===== src/rtl/udp_dram_pkg.sv =====
// Shared types for the UDP-receive-to-DRAM writer:
// bridge word layouts, strobe constant and FSM encoding.
package udp_dram_pkg;

  localparam int DATA_W = 36;
  localparam int CTRL_W = 40;

  localparam int D_DATA_LSB = 0;
  localparam int D_STRB_LSB = 32;
  localparam int C_ADDR_LSB = 0;
  localparam int C_LEN_LSB  = 32;

  localparam logic [3:0] STRB_FULL = 4'hF;

  typedef enum logic [2:0] {
    ST_IDLE,
    ST_ACK,
    ST_HDR,
    ST_DATA,
    ST_FLUSH
  } state_t;

  function automatic logic [DATA_W-1:0] pack_data(
    input logic [31:0] d
  );
    logic [DATA_W-1:0] w;
    w = '0;
    w[D_DATA_LSB +: 32] = d;
    w[D_STRB_LSB +: 4]  = STRB_FULL;
    return w;
  endfunction

  function automatic logic [CTRL_W-1:0] pack_ctrl(
    input logic [7:0]  len,
    input logic [31:0] addr
  );
    logic [CTRL_W-1:0] w;
    w = '0;
    w[C_ADDR_LSB +: 32] = addr;
    w[C_LEN_LSB +: 8]   = len;
    return w;
  endfunction

endpackage


===== src/rtl/rr_arbiter.sv =====
// Round-robin arbiter: search starts after last grant.
// req in, en commits the grant; grant_oh/grant_idx/grant_vld out.
module rr_arbiter #(
  parameter  int NUM_CH = 2,
  localparam int CH_W   = (NUM_CH > 1) ? $clog2(NUM_CH) : 1
) (
  input  logic              clk,
  input  logic              reset,
  input  logic [NUM_CH-1:0] req,
  input  logic              en,
  output logic [NUM_CH-1:0] grant_oh,
  output logic [CH_W-1:0]   grant_idx,
  output logic              grant_vld
);

  logic [CH_W-1:0] last;
  logic [CH_W-1:0] idx;
  int              idx_i;

  always_comb begin
    grant_oh  = '0;
    grant_idx = '0;
    grant_vld = 1'b0;
    idx_i     = 0;
    idx       = '0;
    for (int i = 1; i <= NUM_CH; i++) begin
      idx_i = (int'(last) + i) % NUM_CH;
      idx   = idx_i[CH_W-1:0];
      if (!grant_vld && req[idx]) begin
        grant_vld     = 1'b1;
        grant_idx     = idx;
        grant_oh[idx] = 1'b1;
      end
    end
  end

  // Pointer starts at the top channel so channel 0 wins first.
  always_ff @(posedge clk or posedge reset) begin
    if (reset)
      last <= CH_W'(NUM_CH - 1);
    else if (en && grant_vld)
      last <= grant_idx;
  end

endmodule


===== src/rtl/udp_rx_dram_writer.sv =====
// Multi-channel UDP receive to AXI write-FIFO engine; splits packets
// into bursts (MAX_BURST, 4 KB, window wrap). Ports: rx_req/ack/enable/
// data per channel, wr_afull, data_in/we, ctrl_in/we, busy, active_ch,
// stat_pkt. Macro UDP_RX_DRAM_WRITER_STATS_EN builds packet counters.
module udp_rx_dram_writer
  import udp_dram_pkg::*;
#(
  parameter  int          NUM_CH    = 2,
  parameter  int          MAX_BURST = 64,
  parameter  logic [31:0] BASE_ADDR = 32'h0000_0000,
  parameter  int          WIN_LOG2  = 24,
  localparam int          CH_W      = (NUM_CH > 1) ? $clog2(NUM_CH) : 1
) (
  input  logic                 clk,
  input  logic                 reset,
  input  logic [NUM_CH-1:0]    rx_req,
  output logic [NUM_CH-1:0]    rx_ack,
  input  logic [NUM_CH-1:0]    rx_enable,
  input  logic [32*NUM_CH-1:0] rx_data,
  input  logic                 wr_afull,
  output logic [DATA_W-1:0]    data_in,
  output logic                 data_we,
  output logic [CTRL_W-1:0]    ctrl_in,
  output logic                 ctrl_we,
  output logic                 busy,
  output logic [CH_W-1:0]      active_ch,
  output logic [16*NUM_CH-1:0] stat_pkt
);

  localparam logic [31:0] WIN_MASK =
    (32'd1 << WIN_LOG2) - 32'd1;

  state_t            state;
  logic [NUM_CH-1:0] g_oh;
  logic [CH_W-1:0]   g_idx;
  logic              g_vld;
  logic              arb_go;

  logic [31:0]       win_base;
  logic [31:0]       woff;
  logic [31:0]       bstart;
  logic [8:0]        beats;
  logic              close_q;
  logic [CTRL_W-1:0] close_word;

  logic              cur_en;
  logic [31:0]       cur_data;
  logic [31:0]       hdr_base;
  logic [31:0]       hdr_woff;
  logic [31:0]       nxt_woff;
  logic [31:0]       nxt_addr;
  logic [8:0]        beats_inc;
  logic [8:0]        beats_dec;
  logic              close_now;

  assign arb_go = (state == ST_IDLE) && !wr_afull;

  rr_arbiter #(.NUM_CH(NUM_CH)) u_arb (
    .clk       (clk),
    .reset     (reset),
    .req       (rx_req),
    .en        (arb_go),
    .grant_oh  (g_oh),
    .grant_idx (g_idx),
    .grant_vld (g_vld)
  );

  assign cur_en    = rx_enable[active_ch];
  assign cur_data  = rx_data[32*int'(active_ch) +: 32];
  assign hdr_base  = BASE_ADDR
                   + (32'(active_ch) << WIN_LOG2);
  assign hdr_woff  = {cur_data[29:0], 2'b00} & WIN_MASK;
  assign nxt_woff  = (woff + 32'd4) & WIN_MASK;
  assign nxt_addr  = win_base + nxt_woff;
  assign beats_inc = beats + 9'd1;
  assign beats_dec = beats - 9'd1;

  // Close on full burst, 4 KB boundary ahead, or window wrap.
  assign close_now = (beats_inc == 9'(MAX_BURST))
                  || (nxt_addr[11:0] == 12'h000)
                  || (nxt_woff == 32'h0);

  always_ff @(posedge clk or posedge reset) begin
    if (reset) begin
      state      <= ST_IDLE;
      rx_ack     <= '0;
      data_in    <= '0;
      data_we    <= 1'b0;
      ctrl_in    <= '0;
      ctrl_we    <= 1'b0;
      busy       <= 1'b0;
      active_ch  <= '0;
      win_base   <= '0;
      woff       <= '0;
      bstart     <= '0;
      beats      <= '0;
      close_q    <= 1'b0;
      close_word <= '0;
    end else begin
      rx_ack  <= '0;
      data_we <= 1'b0;
      close_q <= 1'b0;
      // A closed burst's ctrl word trails its last data beat.
      ctrl_we <= close_q;
      if (close_q)
        ctrl_in <= close_word;
      unique case (state)
        ST_IDLE: begin
          if (arb_go && g_vld) begin
            active_ch <= g_idx;
            rx_ack    <= g_oh;
            busy      <= 1'b1;
            state     <= ST_ACK;
          end
        end
        ST_ACK: begin
          state <= ST_HDR;
        end
        ST_HDR: begin
          if (cur_en) begin
            win_base <= hdr_base;
            woff     <= hdr_woff;
            bstart   <= hdr_base + hdr_woff;
            beats    <= '0;
            state    <= ST_DATA;
          end
        end
        ST_DATA: begin
          if (cur_en) begin
            data_in <= pack_data(cur_data);
            data_we <= 1'b1;
            woff    <= nxt_woff;
            if (close_now) begin
              close_q    <= 1'b1;
              close_word <= pack_ctrl(beats[7:0], bstart);
              beats      <= '0;
              bstart     <= nxt_addr;
            end else begin
              beats <= beats_inc;
            end
          end else begin
            if (beats != 9'd0) begin
              ctrl_we <= 1'b1;
              ctrl_in <= pack_ctrl(beats_dec[7:0], bstart);
            end
            state <= ST_FLUSH;
          end
        end
        ST_FLUSH: begin
          busy  <= 1'b0;
          state <= ST_IDLE;
        end
        default: state <= ST_IDLE;
      endcase
    end
  end

`ifdef UDP_RX_DRAM_WRITER_STATS_EN
  always_ff @(posedge clk or posedge reset) begin
    if (reset)
      stat_pkt <= '0;
    else if (state == ST_FLUSH)
      stat_pkt[16*int'(active_ch) +: 16] <=
        stat_pkt[16*int'(active_ch) +: 16] + 16'd1;
  end
`else
  assign stat_pkt = '0;
`endif

endmodule

===== config.mk =====
export PLATFORM = sky130hd
export DESIGN_NAME = udp_rx_dram_writer
export DESIGN_NICKNAME = d
export VERILOG_FILES = /design/src/rtl/udp_dram_pkg.sv /design/src/rtl/rr_arbiter.sv /design/src/rtl/udp_rx_dram_writer.sv
export SDC_FILE = /design/constraint.sdc
export NUM_CORES = 1
export LEC_CHECK = 0
export ABC_AREA = 1
export CORE_MARGIN = 3
export CORE_UTILIZATION = 56
export DETAILED_ROUTE_END_ITERATION = 7
export PLACE_DENSITY = 0.86
export SLEW_MARGIN = 20
export SYNTH_ARGS = -nofsm -noshare
export SYNTH_HDL_FRONTEND = slang
export SYNTH_SLANG_ARGS = --single-unit

===== constraint.sdc =====
create_clock -name clk -period 9.5 [get_ports clk]
set_input_delay 1.425 -clock clk [delete_from_list [all_inputs] [get_ports clk]]
set_output_delay 1.425 -clock clk [all_outputs]
set_load 0.1 [all_outputs]

==> run metrics <==
run status complete, no violations; worst slack, placed 5.69 ns; non-filler cells in the finished layout 1509; combinational fraction of design power a little under three fifths; sequential fraction of design power between 20% and 30%; clk_lat worst skew 0.43 ns; NetSw approximately 2.4 mW; Inst Count DP ~1500; Clock Skew approximately 0.011 ns; crit path from active_ch; crit start category flop; RSZ-0062 raised after global routing no; Final Critical Period around 3.8 ns; initial antenna violation count 0; # hold bufs at CTS 0; final core utilization between 70% and 80%; Synth Instances approximately 1200; clk sinks approximately 170; Mean Syn Cell Area roughly 8 um^2; Yosys Warn Count 0; DP HPWL around 15000 um; Worst Setup Path Type flop to primary output; critical path data arrival time ~2.3 ns; die area around 18000 um^2; TritonCTS buffer count 17; vias in the first global route a little over 7000; static leakage between 5 and 6 nW; # rows 45; Peak VDD IR 0.246 mV; core area about 16000 um^2; FF-to-FF Start active_ch; largest net degree at the start of global routing approximately 110; Slew @ Worst Pin approximately 1.0 ns; # DRC 0; Sw Share a little over half; Wirelength per Cell roughly 14 um; Fmax ~270 MHz; DRT antenna net count 0; post_cts resized 0; P_int around 2 mW; Detailed Route WL between 20000 and 25000 um; Hold Vio Cnt, Final 0; cell area after synthesis ~9000 um^2; Die Y between 100 and 150 um; number of post-CTS setup repair buffers 0; # setup viols final 0; Final WS setup around 5.7 ns; DR vias approximately 7700; Clk pwr share between 10% and 20%; crit end category primary output; RePlAce Congestion 0.896; sequential element share of the synthesized area 47.4%; CP required between 8 and 9 ns; CP max FO 35; first-pass GRT wire length ~36000 um; layout cells sized above 1 7.40%; Pre-antenna DRT Iters 5; Design Area, Final 11100 um^2; initial DRC count about 580; IO buf count between 150 and 200; die width between 100 and 150 um; Min-Delay Startpoint bstart[20]; clk buf depth 2; nets ~1400; fillcell total between 1000 and 1500; Yosys reg bits 172; total chip power approximately 4.4 mW; grt ovf 0; Max-Cap Viols 0; CTS clk-pin slew, worst paths 0.07 ns; Area after DPL between 10000 and 15000 um^2; Initial Utilization about three fifths; Root Buffer clkbuf_16; # diodes 0; vias per inst approximately 5; I/O Pins about 190; area delta synth->final 22.0%; count of different cell masters after synthesis 38; final-report max-slew violation count 0; CTS tree yes; gr usage total between 20% and 30%; WHS around 0.47 ns; setup TNS 0 ns; final period utilization about two fifths; Hold Path Class flop to flop; Rel. slew slack roughly a third; pwr dens 397 nW/um^2; H-Tree Depth 4
[power groups by stage]
stage	clock network [mW]	logic [mW]	registers, mW
detailed placement	0	2.49	1.19
floorplan	0	0.939	2.19
global placement	0	2.45	1.19
CTS	0.725	2.50	1.18
finish	0.715	2.49	1.19
global route	0.753	2.67	1.22
[Yosys cell counts]
cell type / number / share of area, %
a211oi_1: 2 / 0.17
a21oi_1: 7 / 0.39
a31oi_1: 36 / 2.5
and2_1: 1 / 0.069
buf_1: 4 / 0.17
buf_12: 3 / 0.66
buf_2: 19 / 1.0
buf_4: 40 / 3.3
buf_6: 2 / 0.25
clkbuf_1: 22 / 0.91
conb_1: 1 / 0.041
dfrtp_1: 171 / 47
dfstp_2: 1 / 0.29
ha_1: 4 / 0.55
inv_1: 148 / 6.1
inv_2: 3 / 0.12
mux2i_1: 7 / 0.77
nand2_1: 372 / 15
nand2_2: 9 / 0.62
nand2_4: 3 / 0.37
nand3_1: 62 / 3.4
nand3_2: 22 / 2.4
nand3_4: 2 / 0.39
nand3b_1: 1 / 0.083
nand4_1: 3 / 0.21
nand4_2: 1 / 0.14
nor2_1: 72 / 3.0
nor2_2: 1 / 0.069
nor2_4: 7 / 0.87
nor2_8: 1 / 0.22
nor3_1: 5 / 0.28
nor3_2: 1 / 0.11
o21ai_0: 110 / 6.1
o21bai_2: 1 / 0.12
o22ai_1: 8 / 0.55
or2_2: 5 / 0.34
xnor2_1: 3 / 0.29
xor2_1: 6 / 0.58
[placed cells by master (no fill, tap or decap), types with 7 or more instances in the layout]
cell	instances
nand2_1	372
dfrtp_1	171
clkdlybuf4s50_1	152
inv_1	147
o21ai_0	110
nor2_1	72
nand3_1	62
a31oi_1	36
conb_1	32
nand3_2	22
clkbuf_16	17
nand2_2	9
o22ai_1	8
a21oi_1	7
mux2i_1	7
nor2_4	7
buf_4	7
[kinds of logic after synthesis]
group | count (synthesis) | synth area share, %
simple gates | 568 | 28.0
buf+inv | 241 | 12.6
flops | 172 | 47.4
compound gates | 164 | 9.77
xor+xnor | 9 | 0.869
mux | 7 | 0.772
fa+ha+maj | 4 | 0.551
other cells | 1 | 0.0413
[worst max-delay path: stages (launching register included)]
cell	delay, ns
dfrtp_1	0.33
buf_4	0.35
clkdlybuf4s50_1	1.22
[final timing paths]
path | end | slack [ns] | cells past startpoint
setup / recovery | active_ch | 5.74 | 2
hold / removal | bstart[20] | 0.47 | 2
setup reg to reg | close_word[11] | 6.45 | 11
hold reg to reg | bstart[20] | 0.47 | 2
max in group asynchronous | close_word[11] | 6.50 | 3
min in group asynchronous | rx_ack[0] | 1.59 | 2
[final cells by class]
class	count	area, um^2	area share [%]
clock buffer	19	443	4.00
timing repair buffer	159	1570	14.2
multi-input combinational	784	3750	33.9
tap	211	264	2.38
clock inverter	13	165	1.49
sequential	172	4310	38.9
inverter	151	572	5.16
[registers in the layout, indices dropped and copies added, names as in the netlist]
name and flops:
active_ch 1, data_we 1, close_q 1, ctrl_we 1
beats 9, woff 22, ctrl_in 40, u_arb.last 1
data_in 33, bstart 24, busy 1, close_word 32
win_base 1, rx_ack 2, state 3
[routing by layer]
layer / global-route usage [%] / part of all wire (%) / vias up
li1: - / - / 3834
met1: 34.0 / 45 / 3542
met2: 37.2 / 46 / 279
met3: 7.78 / 8.4 / 21
met4: 5.54 / 1.0 / 0
met5: 0 / 0 / -
No activity file was read; power rests on OpenSTA's default activity.
